**config.mk**
```make
export PLATFORM = sky130hd
export DESIGN_NAME = link_fifo
export DESIGN_NICKNAME = d
export VERILOG_FILES = /design/src/rtl/link_fifo_pkg.sv /design/src/rtl/link_fifo_mem.sv /design/src/rtl/link_fifo.sv
export SDC_FILE = /design/constraint.sdc
export NUM_CORES = 2
export LEC_CHECK = 0
export CAP_MARGIN = 20
export CELL_PAD_IN_SITES_DETAIL_PLACEMENT = 1
export CELL_PAD_IN_SITES_GLOBAL_PLACEMENT = 2
export CORE_UTILIZATION = 50
export CTS_CLUSTER_SIZE = 30
export DETAILED_ROUTE_END_ITERATION = 6
export PLACE_DENSITY = 0.92
export SLEW_MARGIN = 20
export SYNTH_ARGS = -nofsm -noshare
export SYNTH_HDL_FRONTEND = slang
export SYNTH_SLANG_ARGS = --single-unit
```
**constraint.sdc**
```tcl
create_clock -name clk -period 18.54 [get_ports clk]
set_clock_uncertainty 0.2 [all_clocks]
set_input_delay 3.708 -clock clk [delete_from_list [all_inputs] [get_ports clk]]
set_output_delay 3.708 -clock clk [all_outputs]
set_load 0.03 [all_outputs]
```
**src/rtl/link_fifo_pkg.sv**
```systemverilog
// rtl/link_fifo_pkg.sv - shared link FIFO widths, also used by the pe processing element
package link_fifo_pkg;

  localparam int LINK_DATA_WIDTH = 128;
  localparam int LINK_ADDR_WIDTH = 4;

  function automatic int link_depth(input int addr_width);
    return 1 << addr_width;
  endfunction

endpackage

```
**src/rtl/link_fifo_mem.sv**
```systemverilog
// rtl/link_fifo_mem.sv - FIFO storage: one synchronous write port, one asynchronous read port
module link_fifo_mem
  import link_fifo_pkg::*;
#(
  parameter int DATA_WIDTH = LINK_DATA_WIDTH,
  parameter int ADDR_WIDTH = LINK_ADDR_WIDTH
) (
  input  logic                  clk,
  input  logic                  we,
  input  logic [ADDR_WIDTH-1:0] waddr,
  input  logic [DATA_WIDTH-1:0] wdata,
  input  logic [ADDR_WIDTH-1:0] raddr,
  output logic [DATA_WIDTH-1:0] rdata
);

  localparam int DEPTH = link_depth(ADDR_WIDTH);

  // No reset: contents are meaningless until written.
  logic [DATA_WIDTH-1:0] mem [DEPTH];

  always_ff @(posedge clk) begin
    if (we) begin
      mem[waddr] <= wdata;
    end
  end

  assign rdata = mem[raddr];

endmodule

```
**src/rtl/link_fifo.sv**
```systemverilog
// rtl/link_fifo.sv - first-word-fall-through link FIFO with sticky overflow/underflow flags
module link_fifo
  import link_fifo_pkg::*;
#(
  parameter int DATA_WIDTH = LINK_DATA_WIDTH,
  parameter int ADDR_WIDTH = LINK_ADDR_WIDTH
) (
  input  logic                  clk,
  input  logic                  rst,
  input  logic                  wr,
  output logic                  full,
  input  logic [DATA_WIDTH-1:0] din,
  input  logic                  rd,
  output logic                  vld,
  output logic [DATA_WIDTH-1:0] dout,
  output logic [ADDR_WIDTH:0]   count,
  output logic                  ovf,
  output logic                  udf
);

  localparam logic [ADDR_WIDTH-1:0] PTR_ONE   = {{(ADDR_WIDTH-1){1'b0}}, 1'b1};
  localparam logic [ADDR_WIDTH:0]   CNT_ONE   = {{ADDR_WIDTH{1'b0}}, 1'b1};
  localparam logic [ADDR_WIDTH:0]   CNT_DEPTH = {1'b1, {ADDR_WIDTH{1'b0}}};

  logic [ADDR_WIDTH-1:0] wptr;
  logic [ADDR_WIDTH-1:0] rptr;
  logic [ADDR_WIDTH:0]   cnt;
  logic                  ovf_q;
  logic                  udf_q;
  logic                  push;
  logic                  pop;

  // Flags come only from registered count, so wr/rd never reach full/vld.
  assign vld   = (cnt != '0);
  assign full  = (cnt == CNT_DEPTH);
  assign count = cnt;
  assign ovf   = ovf_q;
  assign udf   = udf_q;

  assign push = wr & ~full;
  assign pop  = rd & vld;

  always_ff @(posedge clk or negedge rst) begin
    if (!rst) begin
      wptr  <= '0;
      rptr  <= '0;
      cnt   <= '0;
      ovf_q <= 1'b0;
      udf_q <= 1'b0;
    end else begin
      if (push) begin
        wptr <= wptr + PTR_ONE;
      end
      if (pop) begin
        rptr <= rptr + PTR_ONE;
      end
      case ({push, pop})
        2'b10:   cnt <= cnt + CNT_ONE;
        2'b01:   cnt <= cnt - CNT_ONE;
        default: cnt <= cnt;
      endcase
      if (wr && full) begin
        ovf_q <= 1'b1;
      end
      if (rd && !vld) begin
        udf_q <= 1'b1;
      end
    end
  end

  link_fifo_mem #(
    .DATA_WIDTH(DATA_WIDTH),
    .ADDR_WIDTH(ADDR_WIDTH)
  ) u_mem (
    .clk  (clk),
    .we   (push),
    .waddr(wptr),
    .wdata(din),
    .raddr(rptr),
    .rdata(dout)
  );

endmodule

```
# Word level (Yosys, flattened, before mapping)
# Memories as Yosys holds them, arrays and structs flattened.
# Index checks and enable logic that the tools add are counted.
# totals
register_bits,15
latch_bits,0
ram_bits,2048
mem_bits_ro,0
inputBits,132
word_cells,24
mem_count,1
# op_classes
addsub,4
n_mul,0
div,0
n_lt_le_gt_ge,0
eq_ne,3
shift,0
mux,3
n_bitwise,3
reduce_logical,5
# mem_list
memory,depth,width,rd,rd_ports_with_merged_regs,write_ports,line,rtl
u_mem.mem,16,128,1,0,1,link_fifo_mem.sv:19,logic [DATA_WIDTH-1:0] mem [DEPTH];
# ops
operator,count
$pmux 5 s2,1
$add 4x1->4 const B,2
$add 5x1->5 const B,1
$eq 5x5->1 const B,1
$reduce_bool 5->1,1
$sub 5x1->5 const B,1
$and 1x1->1,2
$eq 2x1->1 const B,1
$eq 2x2->1 const B,1
$logic_and 1x1->1,2
$mux 1,2
$reduce_bool 2->1,1
$logic_not 1->1,1
$not 1->1,1

# Longest topological paths before layout
# depth
ltp_word,5
depth_mapped,12
depth_no_buf,10

# Cells and area by module
# From an unflattened synthesis, not the netlist that was laid out.
# hier_totals
cells_unflattened,3305
hier_area_um2,77739.6
# modules_own_cells
mod,n_inst,cells_per_inst,area_each_um2,seq_area_each_um2
link_fifo_mem,1,3229,76882.5,61499.0
link_fifo,1,76,857.1,375.4

# Least setup slack after synthesis
# Ideal clock, no wire load.
# synth_path
kind,input to register
startpoint,input port wr
endpoint,memory u_mem.mem[3][0] (netlist name) (enable)
setup_ns,0.772
t_arrival_ns,12.843
required_time_ns,17.568
setup_slack_ns,4.725
path_stages,3
cell_sequence,a21boi_2 nand2_1 nor3_1
# synth_between
elab_chain_len,3
# synth_lines
item,line,rtl
"start, declared",link_fifo.sv:10,"input logic wr,"
$and 1x1->1,link_fifo.sv:40,assign push = wr & ~full;
$mux 1,link_fifo_mem.sv:22,if (we) begin
$mux 1 (not written as such),link_fifo_mem.sv:23,mem[waddr] <= wdata;
"end, declared",link_fifo_mem.sv:19,
# No other way between the ends.

# Worst setup path in the final report
# layout_path
startpoint,register rptr[2]
endpoint,output port dout[82]
# layout_between
elab_chain_len,1
# layout_lines
item,line,rtl
"start, declared",link_fifo.sv:26,logic [ADDR_WIDTH-1:0] rptr;
"start signal, assigned",link_fifo.sv:55,rptr <= rptr + PTR_ONE;
$mem_v2 16x128,n/a,
"end, declared",link_fifo.sv:15,"output logic [DATA_WIDTH-1:0] dout,"
# No other way between the ends.

==> metrics.md <==
| Metric | Value |
|---|---|
| FF-to-FF End | u_mem.mem[7][66] |
| Dpl cell area | 84120 um2 |
| Design area | 90610 um2 |
| Worst hold start | udf |
| # resized after CTS | 0 |
| Slew Limit Headroom | 16.70% |
| RSZ-0062 raised after global routing | no |
| Clk_lat worst skew | 0.81 ns |
| Setup crit end kind | primary output |
| Initial core utilization | 50.55% |
| Max Fclk | 95.61 MHz |
| CP Cell Sequence | buf_4 -> and2_4 -> buf_4 -> buf_4 -> a221oi_1 -> o21ai_0 -> nand2_1 -> clkdlybuf4s50_1 |
| Commonest cells in the netlist | edfxtp_1 (2048), mux2i_1 (512), mux4_2 (256), a221oi_1 (188), nand2_1 (135) |
| Syn nets | 3911 |
| CTS Sinks | 2063 |
| FF+latch count, synth | 2063 |
| Post-DP HPWL | 105.1 mm |
| Final Hold Viols | 0 |
| Top-area cell type share of the netlist area | 77.52% |
| Post-CTS setup buffer count | 0 |
| Status | complete, no violations |
| Clk buf depth | 3 |
| Ys flop type | edfxtp_1 |
| Startpoint Class | flop |
| Critical Path AT | 6.55 ns |
| Register area | 61890 um2 |
| Tmin final | 10.46 ns |
| Initial antenna violation count | 38 |
| Global-route wire length before repair | 302.1 mm |
| Number of port buffers | 268 |
| DR WL/cell | 33.20 um |
| GP Congestion | 0.7335 |
| Drt first pass iters | 5 |
| Final setup fails | 0 |
| Routed wire length | 210.4 mm |
| Residual DRC count | 0 |
| Hold path depth | 1 |
| Ys async rst share | 0.7271% |
| EDFF count, synth | 2048 |
| Worst endpoint required time | 14.63 ns |
| Clk root buf | clkbuf_16 |
| Pwr Density | 166.8 nW/um2 |
| Leakage | 29.65 nW |
| Cell repeated most along the worst path | buf_4 |
| Vias | 40276 |
| Starting DRT DRC Count | 3698 |
| WHS Endpoint | udf |
| Cell variety after synth | 40 |
| Final nets | 4232 |
| Htree depth | 4 |
| Synth Instances | 3771 |
| R2R setup slack | 14.23 ns |
| DRT antenna net count | 0 |
| Io pins | 269 |
| Core Region | 156900 um2 |
| Top-count cell post-synth | edfxtp_1 |
| Worst reg-to-reg path cell count | 6 |
| Synth Cell Area | 79340 um2 |
| Hold-fix buffers, CTS | 0 |
| Vias in the first global route | 44187 |
| Post-Route Setup TNS | 0 ns |
| Share of cells above drive strength 1 | 16.59% |
| TritonCTS clock tree | yes |
| Hold Crit Class | flop to flop |
| Synth area leader | edfxtp_1 |
| Die Y | 400.3 um |
| Worst-path clk slew | 0.06 ns |
| Max-slew violation count | 0 |
| Worst path slowest cell | buf_4 |
| Multi-input combinational cell area | 16270 um2 |
| WS Path Type | flop to primary output |
| Grt total ovfl | 0 |
| Area growth syn-to-layout | 14.21% |
| Slew @ Worst Pin | 1.250 ns |
| Tcrit/Tclk final | 56.41% |
| Row count | 145 |
| Post-synthesis sequential area ratio | 77.99% |
| Die Area | 160300 um2 |
| Final Power | 15.12 mW |
| Chip width | 400.3 um |
| Peak supply drop | 0.0001387 V |
| DR vias/cell | 6.354 |
| Max incr delay on CP | 0.93 ns |
| Syn avg cell area | 21.04 um2 |
| YS warnings | 0 |
| CP max FO | 68 |
| CTS Buf Count | 202 |
| Top post-synthesis cells by area | edfxtp_1 (78%), mux4_2 (7.3%), mux2i_1 (6.5%) |
| Worst r2r src | count[1] |
| Total GRT Usage | 26.06% |
| Largest net degree at the start of global routing | 145 |
| Filler Cell Count | 13199 |
| Max-Cap Viols | 0 |
critical path: cells and delay by family (launching register included):
| family | cells | cell delay (ns) |
|---|---|---|
| buffers and inverters | 4 | 3.21 |
| AOI/OAI and AO/OA | 2 | 0.59 |
| DFF | 1 | 0.78 |
| and+or+nand+nor | 2 | 0.93 |
routing by layer:
metal	wire (um)	GRT usage, %
met2	110200	45.63
met4	6182	9.042
met5	287	0
met3	14340	5.675
met1	79400	31.94
power breakdown:
part | total, mW | switching [mW] | internal [mW]
logic | 5.31 | 3.36 | 1.95
registers | 5.81 | 0.191 | 5.62
clock network | 4.00 | 1.76 | 2.24
state kept, by name (all words and copies together), names as in the netlist:
| register | count |
|---|---|
| u_mem.mem | 2048 |
| count | 5 |
| rptr | 4 |
| wptr | 4 |
| ovf | 1 |
| udf | 1 |
cell type report:
class	instances	area share, %
clock inverter	131	1.266
antenna	13	0.03590
multi-input combinational	1482	17.96
clock buffer	249	5.820
timing repair buffer	337	3.738
inverter	6	0.03314
tap	2058	2.842
sequential	2063	68.30
worst max path at each step:
stage	cells past startpoint	slack, ns	end	start
2_1_floorplan	3	4.73	u_mem.mem[3][0]	wr
4_1_cts	8	8.07	dout[82]	rptr[2]
3_5_place_dp	8	8.99	dout[82]	rptr[2]
6_report	8	8.08	dout[82]	rptr[2]
3_3_place_gp	8	9.18	dout[55]	rptr[2]
5_1_grt	8	7.95	dout[82]	rptr[2]
placed cells by master, fill, tap and decap left out, drive strengths merged, types with 69 or more instances in the layout:
cell type,n
edfxtp,2048
mux4,256
clkinv,94
a221oi,256
nand2,135
clkbuf,249
o21ai,131
buf,69
mux2i,512
a22oi,128
clkdlybuf4s50,268
cell families after synthesis:
| logic type | Yosys count | share of synthesized area, % |
|---|---|---|
| multiplexers | 770 | 13.76 |
| adder cells (fa/ha/maj) | 8 | 0.1262 |
| AND/OR/NAND/NOR | 166 | 0.8469 |
| XOR/XNOR | 13 | 0.1435 |
| AO/OA/AOI/OAI | 525 | 5.488 |
| buffers and inverters | 226 | 1.650 |
| flip-flops | 2063 | 77.99 |
metrics by stage:
stage	setup slack [ns]	util, %	hold slack [ns]	cells
2_1_floorplan	4.725	-	0.3742	3771
3_3_place_gp	9.178	53.60	0.2449	5945
3_5_place_dp	8.987	53.60	0.2472	5945
4_1_cts	8.073	57.70	0.2614	6325
5_1_grt	7.949	57.73	0.2784	6335
6_report	8.081	57.74	0.2568	6339
Note: power is estimated with default switching activity, not from simulation.
